### config.mk
export PLATFORM = sky130hd
export DESIGN_NAME = id_ex_stage_flat
export DESIGN_NICKNAME = d
export VERILOG_FILES = /design/src/rtl/id_ex_stage_pkg.sv /design/src/rtl/id_ex_stage_if.sv /design/src/rtl/id_ex_stage_operand_bypass.sv /design/src/rtl/id_ex_stage.sv /design/src/flat_wrapper.sv
export SDC_FILE = /design/constraint.sdc
export NUM_CORES = 1
export LEC_CHECK = 0
export ABC_AREA = 1
export BUFFER_PORTS_ARGS = -buffer_cell sky130_fd_sc_hd__buf_2
export CORE_MARGIN = 4
export CORE_UTILIZATION = 40
export CTS_BUF_LIST = sky130_fd_sc_hd__clkbuf_8
export DETAILED_ROUTE_END_ITERATION = 6
export HOLD_SLACK_MARGIN = 0.05
export PLACE_DENSITY_LB_ADDON = 0.15
export SYNTH_ARGS = -nofsm -noshare
export SYNTH_HDL_FRONTEND = slang
export SYNTH_SLANG_ARGS = --single-unit
export TNS_END_PERCENT = 20
### constraint.sdc
create_clock -name clock -period 3.79 [get_ports clock]
set_clock_uncertainty 0.2 [all_clocks]
set_input_delay 0.1895 -clock clock [delete_from_list [all_inputs] [get_ports clock]]
set_output_delay 0.1895 -clock clock [all_outputs]
set_load 0.02 [all_outputs]
### src/rtl/id_ex_stage_pkg.sv
`default_nettype none
// ============================================================================
//  Package : riscv_pipe_pkg
//  Control bundle bit layout shared by the decode and execute stages.
//  Revision: 1.0
// ============================================================================
package riscv_pipe_pkg;

    localparam int CTRL_BITS      = 8;
    localparam int CTRL_MEM_READ  = 0;
    localparam int CTRL_REG_WRITE = 1;
    localparam int CTRL_MEM_WRITE = 2;
    localparam int CTRL_ALU_SRC   = 3;
    localparam int CTRL_BRANCH    = 4;
    localparam int CTRL_ALU_OP_LO = 5;
    localparam int CTRL_ALU_OP_HI = 7;

    // ALU_OP code for "pass immediate" (lui-style): rs1 is not read.
    localparam logic [2:0] ALU_OP_PASS_IMM = 3'b111;

    localparam logic [CTRL_BITS-1:0] BUBBLE_CTRL = '0;

    function automatic logic uses_rs1(input logic [CTRL_BITS-1:0] ctrl);
        return ctrl[CTRL_ALU_OP_HI:CTRL_ALU_OP_LO] != ALU_OP_PASS_IMM;
    endfunction

    // rs2 is read by register-register ALU ops, stores and branches.
    function automatic logic uses_rs2(input logic [CTRL_BITS-1:0] ctrl);
        return ~ctrl[CTRL_ALU_SRC] | ctrl[CTRL_MEM_WRITE] | ctrl[CTRL_BRANCH];
    endfunction

endpackage
`default_nettype wire

### src/rtl/id_ex_stage_if.sv
`default_nettype none
// ============================================================================
//  Interface : id_ex_stage_if
//  ID-side inputs, forwarding sources, hazard control and EX-side outputs.
//  Revision  : 1.0
// ============================================================================
interface id_ex_stage_if #(
    parameter int XLEN       = 32,
    parameter int REG_ADDR_W = 5,
    parameter int CTRL_W     = 8,
    parameter int CNT_W      = 16
);
    logic                  valid_in;
    logic [XLEN-1:0]       pc_in;
    logic [REG_ADDR_W-1:0] rs1_addr_in;
    logic [REG_ADDR_W-1:0] rs2_addr_in;
    logic [REG_ADDR_W-1:0] rd_addr_in;
    logic [XLEN-1:0]       rs1_data_in;
    logic [XLEN-1:0]       rs2_data_in;
    logic [XLEN-1:0]       imm_in;
    logic [CTRL_W-1:0]     ctrl_in;
    logic [REG_ADDR_W-1:0] ex_mem_rd;
    logic                  ex_mem_reg_write;
    logic                  ex_mem_mem_read;
    logic [XLEN-1:0]       ex_mem_result;
    logic [REG_ADDR_W-1:0] mem_wb_rd;
    logic                  mem_wb_reg_write;
    logic [XLEN-1:0]       mem_wb_data;
    logic                  flush;
    logic                  hold_in;

    logic                  stall_out;
    logic                  valid_out;
    logic [XLEN-1:0]       pc_out;
    logic [XLEN-1:0]       imm_out;
    logic [REG_ADDR_W-1:0] rd_out;
    logic [REG_ADDR_W-1:0] rs1_addr_out;
    logic [REG_ADDR_W-1:0] rs2_addr_out;
    logic [XLEN-1:0]       operand_1_out;
    logic [XLEN-1:0]       operand_2_out;
    logic [CTRL_W-1:0]     ctrl_out;
    logic [CNT_W-1:0]      bubble_count;

    modport master (
        output valid_in, pc_in, rs1_addr_in, rs2_addr_in, rd_addr_in,
               rs1_data_in, rs2_data_in, imm_in, ctrl_in,
               ex_mem_rd, ex_mem_reg_write, ex_mem_mem_read, ex_mem_result,
               mem_wb_rd, mem_wb_reg_write, mem_wb_data, flush, hold_in,
        input  stall_out, valid_out, pc_out, imm_out, rd_out, rs1_addr_out,
               rs2_addr_out, operand_1_out, operand_2_out, ctrl_out, bubble_count
    );

    modport slave (
        input  valid_in, pc_in, rs1_addr_in, rs2_addr_in, rd_addr_in,
               rs1_data_in, rs2_data_in, imm_in, ctrl_in,
               ex_mem_rd, ex_mem_reg_write, ex_mem_mem_read, ex_mem_result,
               mem_wb_rd, mem_wb_reg_write, mem_wb_data, flush, hold_in,
        output stall_out, valid_out, pc_out, imm_out, rd_out, rs1_addr_out,
               rs2_addr_out, operand_1_out, operand_2_out, ctrl_out, bubble_count
    );
endinterface
`default_nettype wire

### src/rtl/id_ex_stage_operand_bypass.sv
`default_nettype none
// ============================================================================
//  Module  : operand_bypass
//  Three-way source operand mux: EX/MEM result, MEM/WB data, regfile data.
//  Revision: 1.0
// ============================================================================
module operand_bypass #(
    parameter int XLEN       = 32,
    parameter int REG_ADDR_W = 5
) (
    input  wire logic [REG_ADDR_W-1:0] rs,
    input  wire logic [XLEN-1:0]       rf_data,
    input  wire logic [REG_ADDR_W-1:0] ex_mem_rd,
    input  wire logic                  ex_mem_reg_write,
    input  wire logic                  ex_mem_mem_read,
    input  wire logic [XLEN-1:0]       ex_mem_result,
    input  wire logic [REG_ADDR_W-1:0] mem_wb_rd,
    input  wire logic                  mem_wb_reg_write,
    input  wire logic [XLEN-1:0]       mem_wb_data,
    output logic      [XLEN-1:0]       operand
);
    // A load in EX/MEM has no data yet; the hazard logic stalls instead.
    always_comb begin
        operand = rf_data;
        if (rs == '0) begin
            operand = '0;
        end else if (ex_mem_reg_write && !ex_mem_mem_read && (ex_mem_rd == rs)) begin
            operand = ex_mem_result;
        end else if (mem_wb_reg_write && (mem_wb_rd == rs)) begin
            operand = mem_wb_data;
        end
    end
endmodule
`default_nettype wire

### src/rtl/id_ex_stage.sv
`default_nettype none
// ============================================================================
//  Module  : id_ex_stage
//  ID/EX pipeline register with capture-time bypass and load-use stall.
//  Revision: 1.0
// ============================================================================
module id_ex_stage
    import riscv_pipe_pkg::*;
#(
    parameter int XLEN       = 32,
    parameter int REG_ADDR_W = 5,
    parameter int CTRL_W     = 8,
    parameter int CNT_W      = 16
) (
    input  wire logic   clock,
    input  wire logic   reset,
    id_ex_stage_if.slave bus
);
    logic                  ex_valid;
    logic [XLEN-1:0]       ex_pc;
    logic [XLEN-1:0]       ex_imm;
    logic [REG_ADDR_W-1:0] ex_rd;
    logic [REG_ADDR_W-1:0] ex_rs1;
    logic [REG_ADDR_W-1:0] ex_rs2;
    logic [XLEN-1:0]       ex_op1;
    logic [XLEN-1:0]       ex_op2;
    logic [CTRL_W-1:0]     ex_ctrl;
    logic [CNT_W-1:0]      bubbles;

    logic [XLEN-1:0]       fwd_op1;
    logic [XLEN-1:0]       fwd_op2;
    logic [CTRL_BITS-1:0]  id_ctrl;
    logic                  use_rs1;
    logic                  use_rs2;
    logic                  ex_load_hit;
    logic                  mem_load_hit;
    logic                  haz;

    assign id_ctrl = bus.ctrl_in[CTRL_BITS-1:0];
    assign use_rs1 = uses_rs1(id_ctrl);
    assign use_rs2 = uses_rs2(id_ctrl);

    // Load sitting in this stage's output register, i.e. currently in EX.
    assign ex_load_hit = ex_valid && ex_ctrl[CTRL_MEM_READ] && (ex_rd != '0) &&
                         ((use_rs1 && (ex_rd == bus.rs1_addr_in)) ||
                          (use_rs2 && (ex_rd == bus.rs2_addr_in)));

    assign mem_load_hit = bus.ex_mem_mem_read && (bus.ex_mem_rd != '0) &&
                          ((use_rs1 && (bus.ex_mem_rd == bus.rs1_addr_in)) ||
                           (use_rs2 && (bus.ex_mem_rd == bus.rs2_addr_in)));

    assign haz           = bus.valid_in && !bus.flush && (ex_load_hit || mem_load_hit);
    assign bus.stall_out = haz || bus.hold_in;

    operand_bypass #(.XLEN(XLEN), .REG_ADDR_W(REG_ADDR_W)) u_bypass_rs1 (
        .rs               (bus.rs1_addr_in),
        .rf_data          (bus.rs1_data_in),
        .ex_mem_rd        (bus.ex_mem_rd),
        .ex_mem_reg_write (bus.ex_mem_reg_write),
        .ex_mem_mem_read  (bus.ex_mem_mem_read),
        .ex_mem_result    (bus.ex_mem_result),
        .mem_wb_rd        (bus.mem_wb_rd),
        .mem_wb_reg_write (bus.mem_wb_reg_write),
        .mem_wb_data      (bus.mem_wb_data),
        .operand          (fwd_op1)
    );

    operand_bypass #(.XLEN(XLEN), .REG_ADDR_W(REG_ADDR_W)) u_bypass_rs2 (
        .rs               (bus.rs2_addr_in),
        .rf_data          (bus.rs2_data_in),
        .ex_mem_rd        (bus.ex_mem_rd),
        .ex_mem_reg_write (bus.ex_mem_reg_write),
        .ex_mem_mem_read  (bus.ex_mem_mem_read),
        .ex_mem_result    (bus.ex_mem_result),
        .mem_wb_rd        (bus.mem_wb_rd),
        .mem_wb_reg_write (bus.mem_wb_reg_write),
        .mem_wb_data      (bus.mem_wb_data),
        .operand          (fwd_op2)
    );

    // Bubbles clear only valid/ctrl; the remaining fields keep their old values.
    always_ff @(posedge clock) begin
        if (reset) begin
            ex_valid <= 1'b0;
            ex_pc    <= '0;
            ex_imm   <= '0;
            ex_rd    <= '0;
            ex_rs1   <= '0;
            ex_rs2   <= '0;
            ex_op1   <= '0;
            ex_op2   <= '0;
            ex_ctrl  <= '0;
            bubbles  <= '0;
        end else if (bus.hold_in) begin
            ex_valid <= ex_valid;
        end else if (bus.flush || haz) begin
            ex_valid <= 1'b0;
            ex_ctrl  <= '0;
            if (haz && (bubbles != {CNT_W{1'b1}})) begin
                bubbles <= bubbles + {{(CNT_W-1){1'b0}}, 1'b1};
            end
        end else begin
            ex_valid <= bus.valid_in;
            ex_pc    <= bus.pc_in;
            ex_imm   <= bus.imm_in;
            ex_rd    <= bus.rd_addr_in;
            ex_rs1   <= bus.rs1_addr_in;
            ex_rs2   <= bus.rs2_addr_in;
            ex_op1   <= fwd_op1;
            ex_op2   <= fwd_op2;
            ex_ctrl  <= bus.valid_in ? bus.ctrl_in : '0;
        end
    end

    assign bus.valid_out     = ex_valid;
    assign bus.pc_out        = ex_pc;
    assign bus.imm_out       = ex_imm;
    assign bus.rd_out        = ex_rd;
    assign bus.rs1_addr_out  = ex_rs1;
    assign bus.rs2_addr_out  = ex_rs2;
    assign bus.operand_1_out = ex_op1;
    assign bus.operand_2_out = ex_op2;
    assign bus.ctrl_out      = ex_ctrl;
    assign bus.bubble_count  = bubbles;

endmodule
`default_nettype wire

### src/flat_wrapper.sv
// flat-port wrapper written by rule: the top's interface ports become plain ports
module id_ex_stage_flat import riscv_pipe_pkg::*;
#(
    parameter int XLEN       = 32,
    parameter int REG_ADDR_W = 5,
    parameter int CTRL_W     = 8,
    parameter int CNT_W      = 16
)
  (clock, reset, bus_valid_in, bus_pc_in, bus_rs1_addr_in, bus_rs2_addr_in, bus_rd_addr_in, bus_rs1_data_in, bus_rs2_data_in, bus_imm_in, bus_ctrl_in, bus_ex_mem_rd, bus_ex_mem_reg_write, bus_ex_mem_mem_read, bus_ex_mem_result, bus_mem_wb_rd, bus_mem_wb_reg_write, bus_mem_wb_data, bus_flush, bus_hold_in, bus_stall_out, bus_valid_out, bus_pc_out, bus_imm_out, bus_rd_out, bus_rs1_addr_out, bus_rs2_addr_out, bus_operand_1_out, bus_operand_2_out, bus_ctrl_out, bus_bubble_count);
  id_ex_stage_if #(.XLEN(XLEN), .REG_ADDR_W(REG_ADDR_W), .CTRL_W(CTRL_W), .CNT_W(CNT_W)) bus_i ();
  input  wire logic clock;
  input  wire logic reset;
  input wire logic [$bits(bus_i.valid_in)-1:0] bus_valid_in;
  input wire logic [$bits(bus_i.pc_in)-1:0] bus_pc_in;
  input wire logic [$bits(bus_i.rs1_addr_in)-1:0] bus_rs1_addr_in;
  input wire logic [$bits(bus_i.rs2_addr_in)-1:0] bus_rs2_addr_in;
  input wire logic [$bits(bus_i.rd_addr_in)-1:0] bus_rd_addr_in;
  input wire logic [$bits(bus_i.rs1_data_in)-1:0] bus_rs1_data_in;
  input wire logic [$bits(bus_i.rs2_data_in)-1:0] bus_rs2_data_in;
  input wire logic [$bits(bus_i.imm_in)-1:0] bus_imm_in;
  input wire logic [$bits(bus_i.ctrl_in)-1:0] bus_ctrl_in;
  input wire logic [$bits(bus_i.ex_mem_rd)-1:0] bus_ex_mem_rd;
  input wire logic [$bits(bus_i.ex_mem_reg_write)-1:0] bus_ex_mem_reg_write;
  input wire logic [$bits(bus_i.ex_mem_mem_read)-1:0] bus_ex_mem_mem_read;
  input wire logic [$bits(bus_i.ex_mem_result)-1:0] bus_ex_mem_result;
  input wire logic [$bits(bus_i.mem_wb_rd)-1:0] bus_mem_wb_rd;
  input wire logic [$bits(bus_i.mem_wb_reg_write)-1:0] bus_mem_wb_reg_write;
  input wire logic [$bits(bus_i.mem_wb_data)-1:0] bus_mem_wb_data;
  input wire logic [$bits(bus_i.flush)-1:0] bus_flush;
  input wire logic [$bits(bus_i.hold_in)-1:0] bus_hold_in;
  output wire logic [$bits(bus_i.stall_out)-1:0] bus_stall_out;
  output wire logic [$bits(bus_i.valid_out)-1:0] bus_valid_out;
  output wire logic [$bits(bus_i.pc_out)-1:0] bus_pc_out;
  output wire logic [$bits(bus_i.imm_out)-1:0] bus_imm_out;
  output wire logic [$bits(bus_i.rd_out)-1:0] bus_rd_out;
  output wire logic [$bits(bus_i.rs1_addr_out)-1:0] bus_rs1_addr_out;
  output wire logic [$bits(bus_i.rs2_addr_out)-1:0] bus_rs2_addr_out;
  output wire logic [$bits(bus_i.operand_1_out)-1:0] bus_operand_1_out;
  output wire logic [$bits(bus_i.operand_2_out)-1:0] bus_operand_2_out;
  output wire logic [$bits(bus_i.ctrl_out)-1:0] bus_ctrl_out;
  output wire logic [$bits(bus_i.bubble_count)-1:0] bus_bubble_count;
  assign bus_i.valid_in = bus_valid_in;
  assign bus_i.pc_in = bus_pc_in;
  assign bus_i.rs1_addr_in = bus_rs1_addr_in;
  assign bus_i.rs2_addr_in = bus_rs2_addr_in;
  assign bus_i.rd_addr_in = bus_rd_addr_in;
  assign bus_i.rs1_data_in = bus_rs1_data_in;
  assign bus_i.rs2_data_in = bus_rs2_data_in;
  assign bus_i.imm_in = bus_imm_in;
  assign bus_i.ctrl_in = bus_ctrl_in;
  assign bus_i.ex_mem_rd = bus_ex_mem_rd;
  assign bus_i.ex_mem_reg_write = bus_ex_mem_reg_write;
  assign bus_i.ex_mem_mem_read = bus_ex_mem_mem_read;
  assign bus_i.ex_mem_result = bus_ex_mem_result;
  assign bus_i.mem_wb_rd = bus_mem_wb_rd;
  assign bus_i.mem_wb_reg_write = bus_mem_wb_reg_write;
  assign bus_i.mem_wb_data = bus_mem_wb_data;
  assign bus_i.flush = bus_flush;
  assign bus_i.hold_in = bus_hold_in;
  assign bus_stall_out = bus_i.stall_out;
  assign bus_valid_out = bus_i.valid_out;
  assign bus_pc_out = bus_i.pc_out;
  assign bus_imm_out = bus_i.imm_out;
  assign bus_rd_out = bus_i.rd_out;
  assign bus_rs1_addr_out = bus_i.rs1_addr_out;
  assign bus_rs2_addr_out = bus_i.rs2_addr_out;
  assign bus_operand_1_out = bus_i.operand_1_out;
  assign bus_operand_2_out = bus_i.operand_2_out;
  assign bus_ctrl_out = bus_i.ctrl_out;
  assign bus_bubble_count = bus_i.bubble_count;
  id_ex_stage #(.XLEN(XLEN), .REG_ADDR_W(REG_ADDR_W), .CTRL_W(CTRL_W), .CNT_W(CNT_W)) u_core (.clock(clock), .reset(reset), .bus(bus_i));
endmodule
## After elaboration in Yosys (flattened, before gate mapping)

Cells that the tools add are included.

- Output and inout bits: 169
- Bits of input ports: 233
- Logic and storage cells: 63
- Bits in registers: 168

- Mux-type cells: 9
- Equal/unequal tests: 8
- $add $sub $neg: 1
- Reductions and logical operators: 30
- Bitwise gates (word level): 5

Operators with widths:

| cell | count |
|---|---|
| $mux 32 | 6 |
| $eq 5x5->1 | 6 |
| $logic_and 1x1->1 | 17 |
| $add 16x1->16 const B | 1 |
| $mux 8 | 2 |
| $ne 16x16->1 const B | 1 |
| $logic_not 5->1 | 2 |
| $reduce_bool 5->1 | 2 |
| $logic_or 1x1->1 | 5 |
| $ne 3x3->1 const B | 1 |
| $not 1->1 | 3 |
| $reduce_and 3->1 | 1 |
| $logic_not 1->1 | 2 |
| $or 1x1->1 | 2 |
| $reduce_and 2->1 | 1 |
| $mux 1 | 1 |

## Logic depth before layout (Yosys ltp)

- Depth in word-level cells: 11
- Mapped depth: 15
- Depth with buffers taken out: 13

## Cells and area by module

From an unflattened synthesis, not the netlist that was laid out.

- Cell total of the unflattened synthesis: 2,094
- Area, all modules: 11,631.2 µm²

By module, submodules not included:

| module | seq. area each (µm²) | area each (µm²) | cells an instance | instances |
|---|---|---|---|---|
| id_ex_stage | 3,363.2 | 8,993.6 | 1,496 | 1 |
| operand_bypass | 0.0 | 1,318.8 | 299 | 2 |

## Least setup slack after synthesis

OpenSTA, ideal clock, no wires.

- Path kind: register to register
- Start: reg u_core.bubbles[0] (netlist: u_core.bus.bubble_count[0])
- End: reg u_core.bubbles[10] (netlist: u_core.bus.bubble_count[10])
- Library setup time: 0.116 ns
- Data required time: 3.474 ns
- Path buffers: 1
- Clock period less this slack: 2.102 ns
- Arrival: 1.786 ns
- Slack: 1.688 ns
- Cell stages (with the launch flop): 13
- Cell sequence: dfxtp_1 ha_1 nand2_1 inv_1 nand2_1 nor2_1 nand3_1 nor2_1 nor2_1 clkbuf_1 nand4_1 o21ai_0 nor2_1

- Cells in the longest elaborated chain, start to end: 3
- Elaborated cells between the ends (all ways): 4
- Those cells by class: 1 x add/sub; 1 x eq/ne; 2 x reduce/logical

Ends and longest elaborated chain:

| element | line | source |
|---|---|---|
| start: declaration | id_ex_stage.sv:28 | `logic [CNT_W-1:0] bubbles;` |
| start signal: assignment | id_ex_stage.sv:100 | `bubbles <= bubbles + {{(CNT_W-1){1'b0}}, 1'b1};` |
| branches (longest 3 deep; another with $add 16x1->16) | -- |  |

Parallel ways; which one is timed is not known.
A chain may end at the register's enable or synchronous reset.

## Final worst setup path

- Start: in bus_rs2_addr_in[3]
- End: reg u_core.ex_op2[8] (netlist: u_core.bus.operand_2_out[8])

- Cells in the longest elaborated chain, start to end: 9
- Elaborated cells between the ends (all ways): 20
- Those cells by class: 3 x eq/ne; 3 x mux; 1 x bitwise; 13 x reduce/logical

Ends and longest elaborated chain:

| element | line | source |
|---|---|---|
| start: declaration | flat_wrapper.sv:16 | `input wire logic [$bits(bus_i.rs2_addr_in)-1:0] bus_rs2_addr_in;` |
| $eq 5x5->1, on equally long branches | id_ex_stage.sv:46, id_ex_stage_operand_bypass.sv:27, id_ex_stage.sv:50 |  |
| $logic_and 1x1->1, on equally long branches | id_ex_stage.sv:46, id_ex_stage.sv:50 |  |
| $logic_or 1x1->1, on equally long branches | id_ex_stage.sv:45, id_ex_stage.sv:49 |  |
| $logic_and 1x1->1, on equally long branches | id_ex_stage.sv:44, id_ex_stage.sv:48 |  |
| $logic_or 1x1->1 | id_ex_stage.sv:52 | `assign haz = bus.valid_in && !bus.flush && (ex_load_hit \|\| mem_load_hit);` |
| $logic_and 1x1->1 | id_ex_stage.sv:52 |  |
| $logic_or 1x1->1 | id_ex_stage.sv:96 | `end else if (bus.flush \|\| haz) begin` |
| $not 1->1 (no line) | -- |  |
| $reduce_and 2->1 (no line) | -- |  |
| end signal: assignment | id_ex_stage.sv:110 | `ex_op2 <= fwd_op2;` |
| end: declaration | id_ex_stage.sv:26 | `logic [XLEN-1:0] ex_op2;` |

Several ways; a longest one is shown, not always the timed one.

==> summary.md <==
| Metric | Value |
|---|---|
| Power Density | 311 nW/um^2 |
| Setup bufs post-CTS | 0 |
| RSZ-0062 raised after global routing | false |
| Synth area leader | dfxtp_1 |
| First-pass DRT Iterations | 5 |
| Crit start category | primary input |
| Num CTS Buffers | 17 |
| Mapped Area | roughly 9100 um^2 |
| Setup-failing EPs final | 0 |
| Largest buffer count on any clock path | 2 |
| Hold path start | bus_ex_mem_result[16] |
| Starting Density | 0.411 |
| Vias in the first global route | around 12k |
| First-pass GRT wire length | 60600 um |
| Detail Placement HPWL | 25300 um |
| Total Wirelength | 38200 um |
| Sequential share of power | 0.436 |
| Total Routing Usage GR | 0.288 |
| Min Tclk post-route | roughly 3600 ps |
| Critical Path Sink Type | register |
| Area Growth Syn to Fin | 54.4% |
| Std-Cell Rows | 54 |
| Max stage delay cell, worst path | dlygate4sd3_1 |
| Core Area | 22100 um^2 |
| Flop-to-flop setup slack | 380 ps |
| Crit path kind | in2reg |
| Worst Reg-to-Reg Cells | 14 |
| Worst EP required | 3990 ps |
| Reg2reg end | u_core.bus.rs2_addr_out[4] |
| Footprint of the multi-input gates | 4580 um^2 |
| Leakage | between 7 and 8 nW |
| Post-route DRC | 0 |
| Max_cap viols | 0 |
| Port Buf Inserts | 401 |
| Adder-Cell Fraction of Synth Area | 0.00138 |
| Rel. slew slack | 0.451 |
| Cell Chain, Critical Path | dlygate4sd3_1, buf_2, inv_2, nand2_1, a21oi_1, nand3_1, inv_1, buf_4, nand2_1, nand2_1, dlygate4sd3_1, nand2_1, o21ai_0, dlygate4sd3_1, a21oi_1, nor2_1 |
| Final hold vios | 0 |
| Crit-path max cell delay | 580 ps |
| Die height | 159 um |
| Largest family of logic cells by synthesized area | simple AND/OR/NAND/NOR gates |
| FF+latch area | 3360 um^2 |
| Ys async rst share | 0 |
| Fmax | 280 MHz |
| Run status | completed |
| Sink Count | 168 |
| Post-synth EDFFs | 0 |
| H-tree Lvls | 4 |
| Cell mode on critical path | nand2_1 |
| Largest net degree at the start of global routing | roughly 140 |
| Register area share after synthesis | 0.370 |
| CP Data Arrival Time | 3770 ps |
| Clock share of power | 0.320 |
| Mapped Cells | between 1k and 1.5k |
| Switching power total | between 1 and 1.5 mW |
| Worst VDD drop | 0.185 mV |
| Logic pwr share | 0.244 |
| Total die area | 25200 um^2 |
| Post-DR wirelength/cell | 16.3 um |
| Vias | 11.9k |
| Initial antenna violation count | 6 |
| Avg Vias per Cell | 5.11 |
| Share of layout cells above drive strength 1 | 0.230 |
| Final Hold Slack | 91.4 ps |
| CP endpoint | u_core.bus.operand_2_out[8] |
| Yosys warns | 0 |
| Clock Latency Late Sink | 450 ps |
| CTS tree | yes |
| Syn_nets | 1691 |
| Utilization after layout | 0.635 |
| Post-Synth XOR/XNOR Area | 0.00964 |
| Multiplexer area fraction after synthesis | 0 |
| Die width | between 150 and 200 um |
| Slew Limit Fails | 0 |
| Class of the worst hold path | in2reg |
| Top_reg_cell synth | dfxtp_1 |
| Internal power | 2.95 mW |
| Layout fillers | 2090 |
| Final worst-path cycle share | 0.944 |
| Sw Ratio | 0.325 |
| Final antenna-violating net count | 0 |
| Total congestion overflow | 0 |
| Post-synthesis compound-gate area fraction | 0.122 |
| Worst Setup SP | bus_rs2_addr_in[3] |
| Synth top area share | 0.370 |
| Netlist cell types | 31 |
| NumNets Final | 2270 |
| R2r startpoint | u_core.bus.rd_out[2] |
| Syn Area/Cell | about 6.2 um^2 |
| Clock root cell | clkbuf_8 |
| TNS Setup | 0 ps |
| Peak fanout along the critical path | 17 |
| Routability cong. | around 0.94 |
| Synth Area in Simple Gates | 0.370 |
| Largest cells by area after synthesis | dfxtp_1, nand2_1, nand4_1 |
| Clock-pin slew on the worst setup and hold paths | 100 ps |
| Top-count cell post-synth | nand2_1 |
| Commonest cells post-synth | nand2_1, dfxtp_1, inv_1, nor2_1, a21oi_1 |
| Register bit count reported by yosys | approximately 170 |
| Worst slew pin tran | 823 ps |
| Io pins | 402 |
| Initial DRC count | 1146 |
[worst min path at each step]
stage,end,slack [ps],cells after the start
floorplan,u_core.bus.rd_out[0],120,2
global placement,u_core.bus.rd_out[1],220,3
detailed placement,u_core.bus.rd_out[0],220,3
CTS,u_core.bus.operand_1_out[10],50,7
global route,u_core.bus.operand_1_out[16],110,7
finish,u_core.bus.operand_1_out[16],90,7
[placed cells by master, fill, tap and decap left out, types with 3 or more instances in the layout]
cell type      count
o21ai_1            9
o21ai_0           59
nor3_1             5
a21oi_1          131
inv_1            166
nand2_1          448
inv_6              3
nand4_1          116
clkbuf_8          17
dlygate4sd3_1    248
diode_2            5
nor2_1           134
xor2_1             8
a31oi_1           12
inv_2             12
dfxtp_1          168
inv_8              5
nand3_1           64
buf_2            401
buf_4             14
[routing by layer]
metal | GRT usage | part of all wire | vias up
li1 | - | - | 5818
met1 | 0.357 | 0.41 | 5450
met2 | 0.484 | 0.47 | 547
met3 | 0.0614 | 0.073 | 113
met4 | 0.129 | 0.047 | 2
met5 | 0 | 0.00031 | -
[what timing repair did]
item                                   in CTS  in global routing
resized for setup                           0                  1
endpoints found under the hold margin     152                  0
setup endpoints to repair                   0                  8
hold buffers                              248                  0
[flip-flops by register name, indices dropped and copies added (netlist names)]
name / cells
u_core.bus.operand_1_out: 32
u_core.bus.valid_out: 1
u_core.bus.rd_out: 5
u_core.bus.operand_2_out: 32
u_core.bus.rs2_addr_out: 5
u_core.bus.imm_out: 32
u_core.bus.ctrl_out: 8
u_core.bus.pc_out: 32
u_core.bus.rs1_addr_out: 5
u_core.bus.bubble_count: 16
[area by class of cell]
type / instances / area share
inverter: 177 / 0.0474
tap: 280 / 0.0250
multi-input combinational: 1007 / 0.327
sequential: 168 / 0.240
clock buffer: 17 / 0.0167
timing repair buffer: 665 / 0.330
antenna: 5 / 0.000892
clock inverter: 15 / 0.0131
[worst max-delay path: cells and delay by family]
family | cells | cell delay (ps)
AND/OR/NAND/NOR | 6 | 490
buffers and inverters | 7 | 2680
AO/OA/AOI/OAI | 3 | 400
[power groups by stage]
stage,registers [mW],logic (mW),clock network (mW)
3_3_place_gp,1.94,0.833,0
2_1_floorplan,2.05,0.377,0
4_1_cts,1.90,1.05,1.43
6_report,1.90,1.07,1.40
3_5_place_dp,1.94,0.836,0
5_1_grt,1.92,1.16,1.50
[cell families (layout without fill, tap and decap cells)]
group                    after synthesis  count (layout)
AO/OA/AOI/OAI                        216             216
XOR/XNOR                              10              10
adder cells (fa/ha/maj)                1               1
buffers and inverters                282             874
flip-flops                           168             168
other                                  0               5
AND/OR/NAND/NOR                      780             780
[through the flow]
stage / cell area [um^2] / setup slack [ps] / power, mW / cells
floorplan: 9090 / 1690 / 2.43 / 1457
global placement: 11100 / 963 / 2.78 / 2049
detailed placement: 11100 / 916 / 2.78 / 2049
CTS: 14000 / 226 / 4.38 / 2329
global route: 14000 / 54.9 / 4.58 / 2334
finish: 14000 / 213 / 4.37 / 2334
Power figures use the tool's default switching activity.
